==> src/rtl/pico_vga_pkg.sv <==
// Shared definitions for the VGA text console: FSM encoding, character
// constants, default geometry and a small byte-classification helper.
package pico_vga_pkg;

  localparam int unsigned COLS_DEF   = 80;
  localparam int unsigned ROWS_DEF   = 60;
  localparam int unsigned ADRS_W_DEF = 13;
  localparam int unsigned COL_W      = 7;
  localparam int unsigned ROW_W      = 6;
  localparam int unsigned DATA_W     = 8;

  localparam logic [DATA_W-1:0] CH_BS    = 8'h08;
  localparam logic [DATA_W-1:0] CH_LF    = 8'h0A;
  localparam logic [DATA_W-1:0] CH_FF    = 8'h0C;
  localparam logic [DATA_W-1:0] CH_CR    = 8'h0D;
  localparam logic [DATA_W-1:0] CH_BLANK = 8'h20;

  typedef enum logic [2:0] {
    ST_IDLE,
    ST_PUT,
    ST_SCR_RD,
    ST_SCR_WR,
    ST_SCR_BLK,
    ST_CLEAR
  } state_t;

  // Printable ASCII range that lands in the frame buffer.
  function automatic logic is_printable(input logic [DATA_W-1:0] c);
    return (c >= 8'h20) && (c <= 8'h7E);
  endfunction

endpackage

==> src/rtl/vga_cursor_ctr.sv <==
// Cursor counter for the text console.
// Keeps column, row and the linear buffer address side by side so no
// multiplier is needed. Commands are one-hot-ish with priority
// home > inc > newline > cr > bs. On the bottom row a wrap or newline
// keeps the row and rewinds lin to the start of that row; the caller
// scrolls the buffer.
//   clk, rst              clock, async active-high reset
//   inc/newline/cr/bs/home cursor commands
//   col, row, lin          cursor position and linear address
//   last_col_c, last_row_c cursor sits on the last column / bottom row
module vga_cursor_ctr
  import pico_vga_pkg::*;
#(
  parameter int unsigned COLS   = COLS_DEF,
  parameter int unsigned ROWS   = ROWS_DEF,
  parameter int unsigned ADRS_W = ADRS_W_DEF
) (
  input  logic              clk,
  input  logic              rst,
  input  logic              inc,
  input  logic              newline,
  input  logic              cr,
  input  logic              bs,
  input  logic              home,
  output logic [COL_W-1:0]  col,
  output logic [ROW_W-1:0]  row,
  output logic [ADRS_W-1:0] lin,
  output logic              last_col_c,
  output logic              last_row_c
);

  localparam logic [COL_W-1:0]  COL_MAX = COL_W'(COLS - 1);
  localparam logic [ROW_W-1:0]  ROW_MAX = ROW_W'(ROWS - 1);
  localparam logic [ADRS_W-1:0] COLS_A  = ADRS_W'(COLS);

  logic [ADRS_W-1:0] row_base;

  assign row_base   = lin - ADRS_W'(col);
  assign last_col_c = (col == COL_MAX);
  assign last_row_c = (row == ROW_MAX);

  // Cursor position update.
  always_ff @(posedge clk or posedge rst) begin
    if (rst) begin
      col <= '0;
      row <= '0;
      lin <= '0;
    end else if (home) begin
      col <= '0;
      row <= '0;
      lin <= '0;
    end else if (inc) begin
      if (last_col_c) begin
        col <= '0;
        if (last_row_c) begin
          lin <= row_base;
        end else begin
          row <= row + 1'b1;
          lin <= lin + 1'b1;
        end
      end else begin
        col <= col + 1'b1;
        lin <= lin + 1'b1;
      end
    end else if (newline) begin
      col <= '0;
      if (last_row_c) begin
        lin <= row_base;
      end else begin
        row <= row + 1'b1;
        lin <= row_base + COLS_A;
      end
    end else if (cr) begin
      col <= '0;
      lin <= row_base;
    end else if (bs && (col != '0)) begin
      col <= col - 1'b1;
      lin <= lin - 1'b1;
    end
  end

endmodule

==> src/rtl/vga_text_console.sv <==
// Text-terminal sequencer in front of the VGA character frame buffer.
// Takes a byte stream, prints at the cursor, handles LF/CR/BS/FF, scrolls
// by read-copy when output runs past the bottom row, and blanks the screen
// after reset or on request. Sole master of the buffer port.
//   cpu_clk, rst           clock, async active-high reset
//   in_valid/in_data       byte offered; accepted when in_valid & in_ready
//   in_ready, busy         console idle / not idle
//   clr_req                one-cycle clear-screen pulse
//   fb_adrs/fb_wdata/fb_we buffer address, write data, write strobe
//   fb_rdata               buffer read data, one cycle after fb_adrs
//   cur_col, cur_row       cursor position
module vga_text_console
  import pico_vga_pkg::*;
#(
  parameter int unsigned        COLS   = COLS_DEF,
  parameter int unsigned        ROWS   = ROWS_DEF,
  parameter int unsigned        ADRS_W = ADRS_W_DEF,
  parameter logic [DATA_W-1:0]  BLANK  = CH_BLANK
) (
  input  logic              cpu_clk,
  input  logic              rst,
  input  logic              in_valid,
  input  logic [DATA_W-1:0] in_data,
  output logic              in_ready,
  input  logic              clr_req,
  output logic [ADRS_W-1:0] fb_adrs,
  output logic [DATA_W-1:0] fb_wdata,
  output logic              fb_we,
  input  logic [DATA_W-1:0] fb_rdata,
  output logic [COL_W-1:0]  cur_col,
  output logic [ROW_W-1:0]  cur_row,
  output logic              busy
);

  localparam logic [ADRS_W-1:0] COLS_A = ADRS_W'(COLS);
  localparam logic [ADRS_W-1:0] LAST_A = ADRS_W'(COLS * ROWS - 1);

  state_t            state, next_state;
  logic [ADRS_W-1:0] src, src_n, dst, dst_n;
  logic [ADRS_W-1:0] adrs_q, adrs_d;
  logic [DATA_W-1:0] wdata_q, wdata_d;
  logic              we_q, we_d;
  logic              fwd_q, fwd_d;
  logic              ready_q, ready_d;

  logic              inc, newline, cr, bs, home;
  logic [ADRS_W-1:0] lin;
  logic              last_col_c, last_row_c;
  logic              is_put, is_lf, wrap_bottom;

  vga_cursor_ctr #(
    .COLS   (COLS),
    .ROWS   (ROWS),
    .ADRS_W (ADRS_W)
  ) u_cursor (
    .clk        (cpu_clk),
    .rst        (rst),
    .inc        (inc),
    .newline    (newline),
    .cr         (cr),
    .bs         (bs),
    .home       (home),
    .col        (cur_col),
    .row        (cur_row),
    .lin        (lin),
    .last_col_c (last_col_c),
    .last_row_c (last_row_c)
  );

  assign is_put      = is_printable(in_data);
  assign is_lf       = (in_data == CH_LF);
  // Decoded from the byte, not from the cursor commands, to keep the path acyclic.
  assign wrap_bottom = last_row_c & ((is_put & last_col_c) | is_lf);

  // A pending clear request withdraws in_ready so the offered byte stays put.
  assign in_ready = ready_q & ~clr_req;
  assign busy     = ~in_ready;
  assign fb_adrs  = adrs_q;
  assign fb_we    = we_q;
  // Scroll copy: the word read one cycle earlier is forwarded straight to the write.
  assign fb_wdata = fwd_q ? fb_rdata : wdata_q;

  // State and buffer-port registers.
  always_ff @(posedge cpu_clk or posedge rst) begin
    if (rst) begin
      state   <= ST_CLEAR;
      src     <= '0;
      dst     <= '0;
      adrs_q  <= '0;
      wdata_q <= BLANK;
      we_q    <= 1'b0;
      fwd_q   <= 1'b0;
      ready_q <= 1'b0;
    end else begin
      state   <= next_state;
      src     <= src_n;
      dst     <= dst_n;
      adrs_q  <= adrs_d;
      wdata_q <= wdata_d;
      we_q    <= we_d;
      fwd_q   <= fwd_d;
      ready_q <= ready_d;
    end
  end

  // Next state, next buffer-port values and cursor commands.
  always_comb begin
    next_state = state;
    src_n      = src;
    dst_n      = dst;
    adrs_d     = adrs_q;
    wdata_d    = wdata_q;
    we_d       = 1'b0;
    fwd_d      = 1'b0;
    ready_d    = 1'b0;
    inc        = 1'b0;
    newline    = 1'b0;
    cr         = 1'b0;
    bs         = 1'b0;
    home       = 1'b0;

    case (state)
      ST_IDLE: begin
        ready_d = 1'b1;
        if (ready_q && clr_req) begin
          next_state = ST_CLEAR;
          dst_n      = '0;
          ready_d    = 1'b0;
        end else if (ready_q && in_valid) begin
          if (is_put) begin
            we_d       = 1'b1;
            adrs_d     = lin;
            wdata_d    = in_data;
            inc        = 1'b1;
            ready_d    = 1'b0;
            next_state = ST_PUT;
          end else if (is_lf) begin
            newline = 1'b1;
          end else if (in_data == CH_CR) begin
            cr = 1'b1;
          end else if (in_data == CH_BS) begin
            bs = 1'b1;
          end else if (in_data == CH_FF) begin
            next_state = ST_CLEAR;
            dst_n      = '0;
            ready_d    = 1'b0;
          end
          // Running off the bottom row goes straight to the scroll copy.
          if (wrap_bottom) begin
            next_state = ST_SCR_RD;
            src_n      = COLS_A;
            dst_n      = '0;
            ready_d    = 1'b0;
          end
        end
      end

      ST_PUT: begin
        ready_d    = 1'b1;
        next_state = ST_IDLE;
      end

      ST_SCR_RD: begin
        adrs_d     = src;
        next_state = ST_SCR_WR;
      end

      ST_SCR_WR: begin
        adrs_d     = dst;
        we_d       = 1'b1;
        fwd_d      = 1'b1;
        src_n      = src + 1'b1;
        dst_n      = dst + 1'b1;
        next_state = (src == LAST_A) ? ST_SCR_BLK : ST_SCR_RD;
      end

      ST_SCR_BLK: begin
        adrs_d  = dst;
        wdata_d = BLANK;
        we_d    = 1'b1;
        dst_n   = dst + 1'b1;
        if (dst == LAST_A) begin
          dst_n      = '0;
          next_state = ST_IDLE;
        end
      end

      ST_CLEAR: begin
        adrs_d  = dst;
        wdata_d = BLANK;
        we_d    = 1'b1;
        dst_n   = dst + 1'b1;
        if (dst == LAST_A) begin
          dst_n      = '0;
          home       = 1'b1;
          next_state = ST_IDLE;
        end
      end

      default: next_state = ST_CLEAR;
    endcase
  end

endmodule

==> config.mk <==
export PLATFORM = sky130hd
export DESIGN_NAME = vga_text_console
export DESIGN_NICKNAME = d
export VERILOG_FILES = /design/src/rtl/pico_vga_pkg.sv /design/src/rtl/vga_cursor_ctr.sv /design/src/rtl/vga_text_console.sv
export SDC_FILE = /design/constraint.sdc
export NUM_CORES = 1
export LEC_CHECK = 0
export CAP_MARGIN = 0
export CORE_UTILIZATION = 58
export CTS_CLUSTER_DIAMETER = 50
export DETAILED_ROUTE_END_ITERATION = 10
export GPL_ROUTABILITY_DRIVEN = 1
export PLACE_DENSITY = 0.81
export SLEW_MARGIN = 25
export SYNTH_ARGS = -nofsm -noshare
export SYNTH_HDL_FRONTEND = slang
export SYNTH_SLANG_ARGS = --single-unit
==> constraint.sdc <==
create_clock -name cpu_clk -period 7.11 [get_ports cpu_clk]
set_input_delay 1.422 -clock cpu_clk [delete_from_list [all_inputs] [get_ports cpu_clk]]
set_output_delay 1.422 -clock cpu_clk [all_outputs]
set_load 0.02 [all_outputs]
==> summary.md, run 1 <==
| Metric | Value |
|---|---|
| Placed cell count | `just under 900` |
| Routed length per placed instance | `around 19 um` |
| Final Hold Vio Count | `0` |
| Vias | `between 5,000 and 6,000` |
| Critical Path RT | `about 7.4 ns` |
| # DRC | `0` |
| CTS Root Cell | `clkbuf_8` |
| Sw Ratio | `0.254` |
| Vias per cell | `approximately 6.5` |
| Worst hold path class | `reg -> reg` |
| FMAX | `approximately 220 MHz` |
| Run status | `completed` |
| Area delta synth->final | `13.4%` |
| Clk_lat worst skew | `about 0.36 ns` |
| Chip height | `approximately 100 um` |
| P_int | `approximately 0.0006 W` |
| Post-synth EDFFs | `0` |
| Final WL | `16,800 um` |
| CTS HTree Levels | `3` |
| Setup-failing EPs final | `0` |
| RSZ-0062 raised after global routing | `no` |
| Fin crit share | `0.636` |
| Clock sinks | `79` |
| Final Slew Violations | `0` |
| Sequential Power Share | `0.551` |
| CTS Buf Count | `9` |
| R2R setup slack | `3.44 ns` |
| Post-synthesis net count | `approximately 780` |
| Antenna cells | `0` |
| Flops & latches, synth | `between 70 and 80` |
| Grt ovf | `0` |
| Part of the Yosys area used for sequential elements | `0.346` |
| Bufs on Longest Clock Path | `2` |
| GR Util All Layers | `0.344` |
| Avg Synthesized Cell Area | `around 7.7 um^2` |
| Leakage power | `approximately 2.7 nW` |
| CTS tree | `built` |
| Die area | `slightly above 0.01 mm^2` |
| Horiz. Die Dim | `between 100 and 150 um` |
| Worst vdd ir | `92.8 uV` |
| Count of different cell masters after synthesis | `65` |
| Routability cong. | `0.935` |
| Hpwl dp | `11,900 um` |
| Critical path arrival | `between 4 and 5 ns` |
| Post-CTS Hold Buffers | `0` |
| PortBufs | `56` |
| Pwr dens | `~130 mW/mm^2` |
| Setup bufs post-CTS | `0` |
| Drt pass-1 iters | `6` |
| Routed Antenna Nets | `0` |
| Post-CTS Resized | `0` |
| Max_cap viols | `0` |
| CORE AREA | `~0.0094 mm^2` |
| P_sw | `approximately 0.00021 W` |
| Crit end category | `register` |
| Worst Max-Slew Pin Slew | `roughly 0.82 ns` |
| Top post-synthesis cells by area | `dfrtp_1 33%, o21ai_0 7.9%, nor2_1 5.8%` |
| Core Rows | `35` |
| Synthesized area | `0.00573 mm^2` |
| Syn Inst Count | `740` |
| Critical Path Fanout Max | `22` |
| Nets | `about 800` |
| Global-route wire length before repair | `around 27,000 um` |
| Initial antenna violation count | `0` |
| Asr flop ratio synth | `1.00` |
| Number of DRC markers in iteration 0 | `roughly 420` |
| Initial core utilization | `0.609` |
| Largest net degree at the start of global routing | `80` |
| Fraction of layout cells with a size suffix above 1 | `0.0532` |
| Synth top cells by count | `90 x o21ai_0, 88 x nor2_1, 86 x nand2_1` |
| Slew margin rel. | `0.453` |
| I/O pin count | `between 50 and 60` |
| Crit path kind | `in -> reg` |
| Number of global-route vias before repair | `approximately 5,300` |
| Prevailing post-synth register cell | `dfrtp_1` |
| Clock transition at path regs | `roughly 0.09 ns` |
| Non-filler instance count after layout | `900` |
| Count leader, synth | `o21ai_0` |
| Combinational share of power | `0.047` |
| Crit path launch type | `input port` |
| Clock share of power | `0.401` |
| Min Tclk post-route | `around 4.5 ns` |
| Total Neg Setup Slack | `0 ns` |
| Setup Skew | `roughly 0.015 ns` |
| Count of warnings emitted by yosys | `0` |
| Post-synth top area cell | `dfrtp_1` |
| Synth top area share | `0.332` |
==> power by group through the flow <==
| stage | clock (W) | sequential [W] | combinational (W) |
|---|---|---|---|
| 2_1_floorplan | 0 | 0.000458 | 0.0000165 |
| 3_3_place_gp | 0 | 0.000458 | 0.0000378 |
| 3_5_place_dp | 0 | 0.000458 | 0.0000388 |
| 4_1_cts | 0.000332 | 0.000449 | 0.0000390 |
| 5_1_grt | 0.000354 | 0.000449 | 0.0000427 |
| 6_report | 0.000327 | 0.000449 | 0.0000386 |
==> layout by cell type, fill, tap and decap left out, drive strengths merged, types with 5 or more instances in the layout <==
cell type | synthesis | layout
nor2b | 10 | 10
nand4 | 11 | 11
o21ai | 94 | 94
dfrtp | 76 | 76
o211ai | 12 | 12
xnor2 | 17 | 17
nor3 | 13 | 13
mux2 | 10 | 10
o31ai | 7 | 7
ha | 16 | 16
nand3 | 25 | 25
mux2i | 6 | 6
a211oi | 6 | 6
clkbuf | 41 | 10
xor2 | 10 | 10
nor4 | 6 | 6
nor2 | 89 | 89
and3 | 21 | 21
clkdlybuf4s50 | 0 | 56
inv | 20 | 21
a31oi | 14 | 14
nand2 | 86 | 86
a21oi | 58 | 58
nand2b | 11 | 11
o22ai | 9 | 9
and2 | 5 | 5
==> per-stage QoR <==
step           hold WS, ns  setup WS (ns)  power [W]   util  instance area, um^2
6_report             0.481           2.59   0.000814  0.690                 6500
5_1_grt              0.510           2.39   0.000845  0.690                 6500
4_1_cts              0.486           2.69   0.000820  0.690                 6490
3_5_place_dp         0.466           2.31   0.000497  0.670                 6310
3_3_place_gp         0.464           2.46   0.000496  0.670                 6310
2_1_floorplan        0.445           3.67   0.000474      -                 5730
==> registers in the layout, summed over array words and instances (netlist names) <==
| register | count |
|---|---|
| dst | 13 |
| fb_adrs | 13 |
| fb_we | 1 |
| fwd_q | 1 |
| ready_q | 1 |
| src | 13 |
| state | 3 |
| u_cursor.col | 7 |
| u_cursor.lin | 13 |
| u_cursor.row | 6 |
| wdata_q | 8 |
==> logic make-up (layout without fill, tap and decap cells) <==
group           count (synthesis)  in the layout  share of synthesized area
simple gates                  297            297                      0.249
compound gates                241            241                      0.254
flops                          79             79                      0.346
buf+inv                        63             94                     0.0415
xor+xnor                       27             27                     0.0413
fa+ha+maj                      17             17                     0.0384
mux                            16             16                     0.0301
==> path summary, 6_finish.rpt <==
kind                       cells past startpoint              startpoint                          end
max                                            8              in_data[6]  u_cursor.lin[8]$_DFFE_PP0P_
min                                            2  wdata_q[0]$_DFFE_PP0P_       wdata_q[0]$_DFFE_PP0P_
max reg2reg                                    7    state[1]$_DFFE_PP0P_  u_cursor.lin[8]$_DFFE_PP0P_
min reg2reg                                    2  wdata_q[0]$_DFFE_PP0P_       wdata_q[0]$_DFFE_PP0P_
max in group asynchronous                      3                     rst  u_cursor.lin[3]$_DFFE_PP0P_
min in group asynchronous                      3                     rst              fwd_q$_DFF_PP0_
==> layer usage <==
metal / share of wire / up-vias / wire, um / global-route usage
met4: 0.019 / 0 / 322 / 0.0970
met5: 0 / - / 0 / 0
li1: - / 2739 / - / -
met2: 0.46 / 309 / 7650 / 0.531
met1: 0.44 / 2763 / 7390 / 0.491
met3: 0.085 / 31 / 1440 / 0.0690
==> worst max-delay path: stages <==
cell and delay, ns:
clkdlybuf4s50_1 0.49, nor4_2 0.36, nand2_1 0.18, a211oi_1 0.67, a21o_1 0.64, nand2b_1 0.46, o21ai_0 0.16, a221o_1 0.37
==> final cells by class <==
class | instances | area, um^2
fillers | 822 | 2920
multi-input cells | 598 | 3510
flip-flops and latches | 79 | 1980
clock buffers | 10 | 138
inverters | 20 | 76.3
repair buffers | 58 | 579
clock inverters | 6 | 51.3
well taps | 129 | 161
Power figures use the tool's default switching activity.
==> run 2, diff against run 1 <==
--- a/config.mk
+++ b/config.mk
@@ -6,11 +6,11 @@
 export NUM_CORES = 1
 export LEC_CHECK = 0
 export CAP_MARGIN = 0
-export CORE_UTILIZATION = 58
+export CORE_UTILIZATION = 53
 export CTS_CLUSTER_DIAMETER = 50
 export DETAILED_ROUTE_END_ITERATION = 10
 export GPL_ROUTABILITY_DRIVEN = 1
-export PLACE_DENSITY = 0.81
+export PLACE_DENSITY = 0.78
 export SLEW_MARGIN = 25
 export SYNTH_ARGS = -nofsm -noshare
 export SYNTH_HDL_FRONTEND = slang
==> constraint.sdc (replaced) <==
create_clock -name cpu_clk -period 3.7 [get_ports cpu_clk]
set_input_delay 0.74 -clock cpu_clk [delete_from_list [all_inputs] [get_ports cpu_clk]]
set_output_delay 0.74 -clock cpu_clk [all_outputs]
set_load 0.02 [all_outputs]
==> run 2 against run 1 <==
  * Final cell count grew 2.3%
  * Clock power is 130% higher
  * Clock skew decreased by 0.0030 ns
  * Combinational power up 92%
  * Non-clock buffer count up 14
  * Via count is 1.5% higher
  * Wire length increased by 2.6%
  * Sequential cell count unchanged
  * Critical path type is now reg -> reg
==> summary.md, run 2 (synthesis gave the netlist of run 1 again) <==
| Metric | Value |
|---|---|
| Run status | `completed` |
| Critical path arrival | `3.63 ns (-1.14 ns)` |
| Initial core utilization | `0.550 (-0.0585)` |
| # DRC | `0 (unchanged)` |
| Slew margin rel. | `0.425 (-0.0279)` |
| Fraction of layout cells with a size suffix above 1 | `0.0701 (+0.0169)` |
| PortBufs | `56 (unchanged)` |
| CTS HTree Levels | `3 (unchanged)` |
| Clock transition at path regs | `0.09 ns (about the same)` |
| Nets | `817 (+1.7%)` |
| Worst vdd ir | `154 uV (+66%)` |
| CP max stage delay | `0.48 ns (-0.19 ns)` |
| Pwr dens | `255 mW/mm^2 (+100%)` |
| Commonest cells after routing, fill and taps aside | `89 x o21ai_0, 88 x nor2_1, 86 x nand2_1` |
| Fin crit share | `0.912` |
| Routed length per placed instance | `18.7 um (+0.27%)` |
| Initial antenna violation count | `0 (unchanged)` |
| Largest net degree at the start of global routing | `45 (-44%)` |
| Global-route wire length before repair | `27,800 um (+2.8%)` |
| Worst hold path class | `reg -> reg` |
| Hpwl dp | `12,900 um (+7.9%)` |
| Critical Path Fanout Max | `7 (-68%)` |
| CTS Root Cell | `clkbuf_8` |
| CTS tree | `built` |
| RSZ-0062 raised after global routing | `no` |
| Routability cong. | `0.975 (+4.3%)` |
| FMAX | `296 MHz` |
| Bufs on Longest Clock Path | `2 (unchanged)` |
| CORE AREA | `0.0104 mm^2 (+11%)` |
| Number of global-route vias before repair | `5,639 (+6.8%)` |
| Delay-heaviest family, CP | `compound AO/OA/AOI/OAI gates` |
| Slowest cell on crit path | `o32ai_1` |
| Number of DRC markers in iteration 0 | `516 (+23%)` |
| Most common cell after layout, fill and taps aside | `o21ai_0` |
| Total Neg Setup Slack | `0 ns (unchanged)` |
| Hold path depth | `2 (unchanged)` |
| Chip height | `106 um (+4.5%)` |
| Core Rows | `37 (+5.7%)` |
| Crit path launch type | `register` |
| Post-CTS Hold Buffers | `0 (unchanged)` |
| Leakage power | `2.83 nW (+3.4%)` |
| Top layer in use | `met4` |
| Crit path cell chain | `inv_1, ha_1, inv_1, fa_1, a21o_1, a221oi_2, o21ai_0, o32ai_1, o21ai_0, a21oi_1, o211ai_2` |
| Min Tclk post-route | `~3.4 ns` |
| Post-CTS Resized | `0 (unchanged)` |
| Vias per cell | `6.44 (-0.81%)` |
| Vias | `5,930 (+1.5%)` |
| Drt pass-1 iters | `7 (+1)` |
| Grt ovf | `0 (unchanged)` |
| Reg2Reg Depth | `11 (+4)` |
| Routed Antenna Nets | `0 (unchanged)` |
| Critical Path RT | `3.95 ns (-3.41 ns)` |
| Antenna cells | `0 (unchanged)` |
| Crit end category | `register` |
| Final WL | `17,200 um (+2.6%)` |
| Area delta synth->final | `16.0%` |
| Worst Max-Slew Pin Slew | `0.863 ns (+0.0419 ns)` |
| Post-Route M1 WL | `7370 um (-0.27%)` |
| I/O pin count | `57 (unchanged)` |
| CTS Buf Count | `9 (unchanged)` |
| Met2 routed WL | `7860 um (+2.8%)` |
| Final Hold Vio Count | `0 (unchanged)` |
| Final Slew Violations | `0 (unchanged)` |
| Max_cap viols | `0 (unchanged)` |
| Clock sinks | `79 (unchanged)` |
| Met3 WL | `1480 um (+2.9%)` |
| Worst path depth | `11 (+3)` |
| Clk_lat worst skew | `0.37 ns (about the same)` |
| Worst path buffer plus inverter count | `2 (+1)` |
| Setup bufs post-CTS | `0 (unchanged)` |
| GR Util All Layers | `0.314 (-0.0294)` |
| Power, Total | `0.00170 W (+110%)` |
| Horiz. Die Dim | `106 um (+4.5%)` |
| Setup Skew | `0.0123 ns (-0.00304 ns)` |
| Setup-failing EPs final | `0 (unchanged)` |
| Die area | `0.0112 mm^2 (+9.2%)` |
| Crit path kind | `reg -> reg` |
[run 2: worst reg2reg max path: cells and delay by family, from the launching register on]
family | cells | cell delay, ns
compound gates | 7 | 2.03
flops | 1 | 0.46
fa+ha+maj | 2 | 0.56
buf+inv | 2 | 0.19
[run 2: cell type report]
type,count,area (um^2)
fill,907,3770
multi-input combinational,598,3510
sequential,79,1980
timing repair buffer,72,681
tap,136,170
clock buffer,10,138
clock inverter,6,91.3
inverter,20,76.3
[run 2: per-stage QoR]
stage | setup slack (ns) | std cells | hold WS (ns) | instance area (um^2) | util
2_1_floorplan | 0.551 | 740 | 0.445 | 5730 | -
3_3_place_gp | 0.479 | 905 | 0.459 | 6420 | 0.616
3_5_place_dp | 0.333 | 905 | 0.467 | 6420 | 0.616
4_1_cts | 0.399 | 921 | 0.486 | 6650 | 0.638
5_1_grt | 0.167 | 921 | 0.530 | 6650 | 0.638
6_report | 0.326 | 921 | 0.483 | 6650 | 0.638
[run 2: per-layer routing]
layer  global-route usage  vias to the layer above
met5                    0                        -
met2                0.491                      283
met4                0.147                        0
li1                     -                     2755
met3               0.0589                       42
met1                0.421                     2850
[run 2: worst paths after layout]
check,endpoint,from,slack (ns)
hold / removal,wdata_q[6]$_DFFE_PP0P_,wdata_q[6]$_DFFE_PP0P_,0.48
setup reg to reg,u_cursor.lin[12]$_DFFE_PP0P_,u_cursor.lin[0]$_DFFE_PP0P_,0.33
min in group asynchronous,u_cursor.col[1]$_DFFE_PP0P_,rst,0.82
max in group asynchronous,state[0]$_DFFE_PP1P_,rst,2.08
setup / recovery,u_cursor.lin[12]$_DFFE_PP0P_,u_cursor.lin[0]$_DFFE_PP0P_,0.33
hold reg to reg,wdata_q[6]$_DFFE_PP0P_,wdata_q[6]$_DFFE_PP0P_,0.48
[run 2: power by group]
group	switching [W]	internal (W)	total, W
registers	0	0.000863	0.000863
clock network	0.000355	0.000403	0.000759
logic	0.0000401	0.0000342	0.0000743
==> run 3, diff against run 2 <==
--- a/config.mk
+++ b/config.mk
@@ -11,6 +11,7 @@
 export DETAILED_ROUTE_END_ITERATION = 10
 export GPL_ROUTABILITY_DRIVEN = 1
 export PLACE_DENSITY = 0.78
+export SKIP_LAST_GASP = 1
 export SLEW_MARGIN = 25
 export SYNTH_ARGS = -nofsm -noshare
 export SYNTH_HDL_FRONTEND = slang
==> results of run 3 <==
Final layout, timing and power as in run 2 (identical DEF).
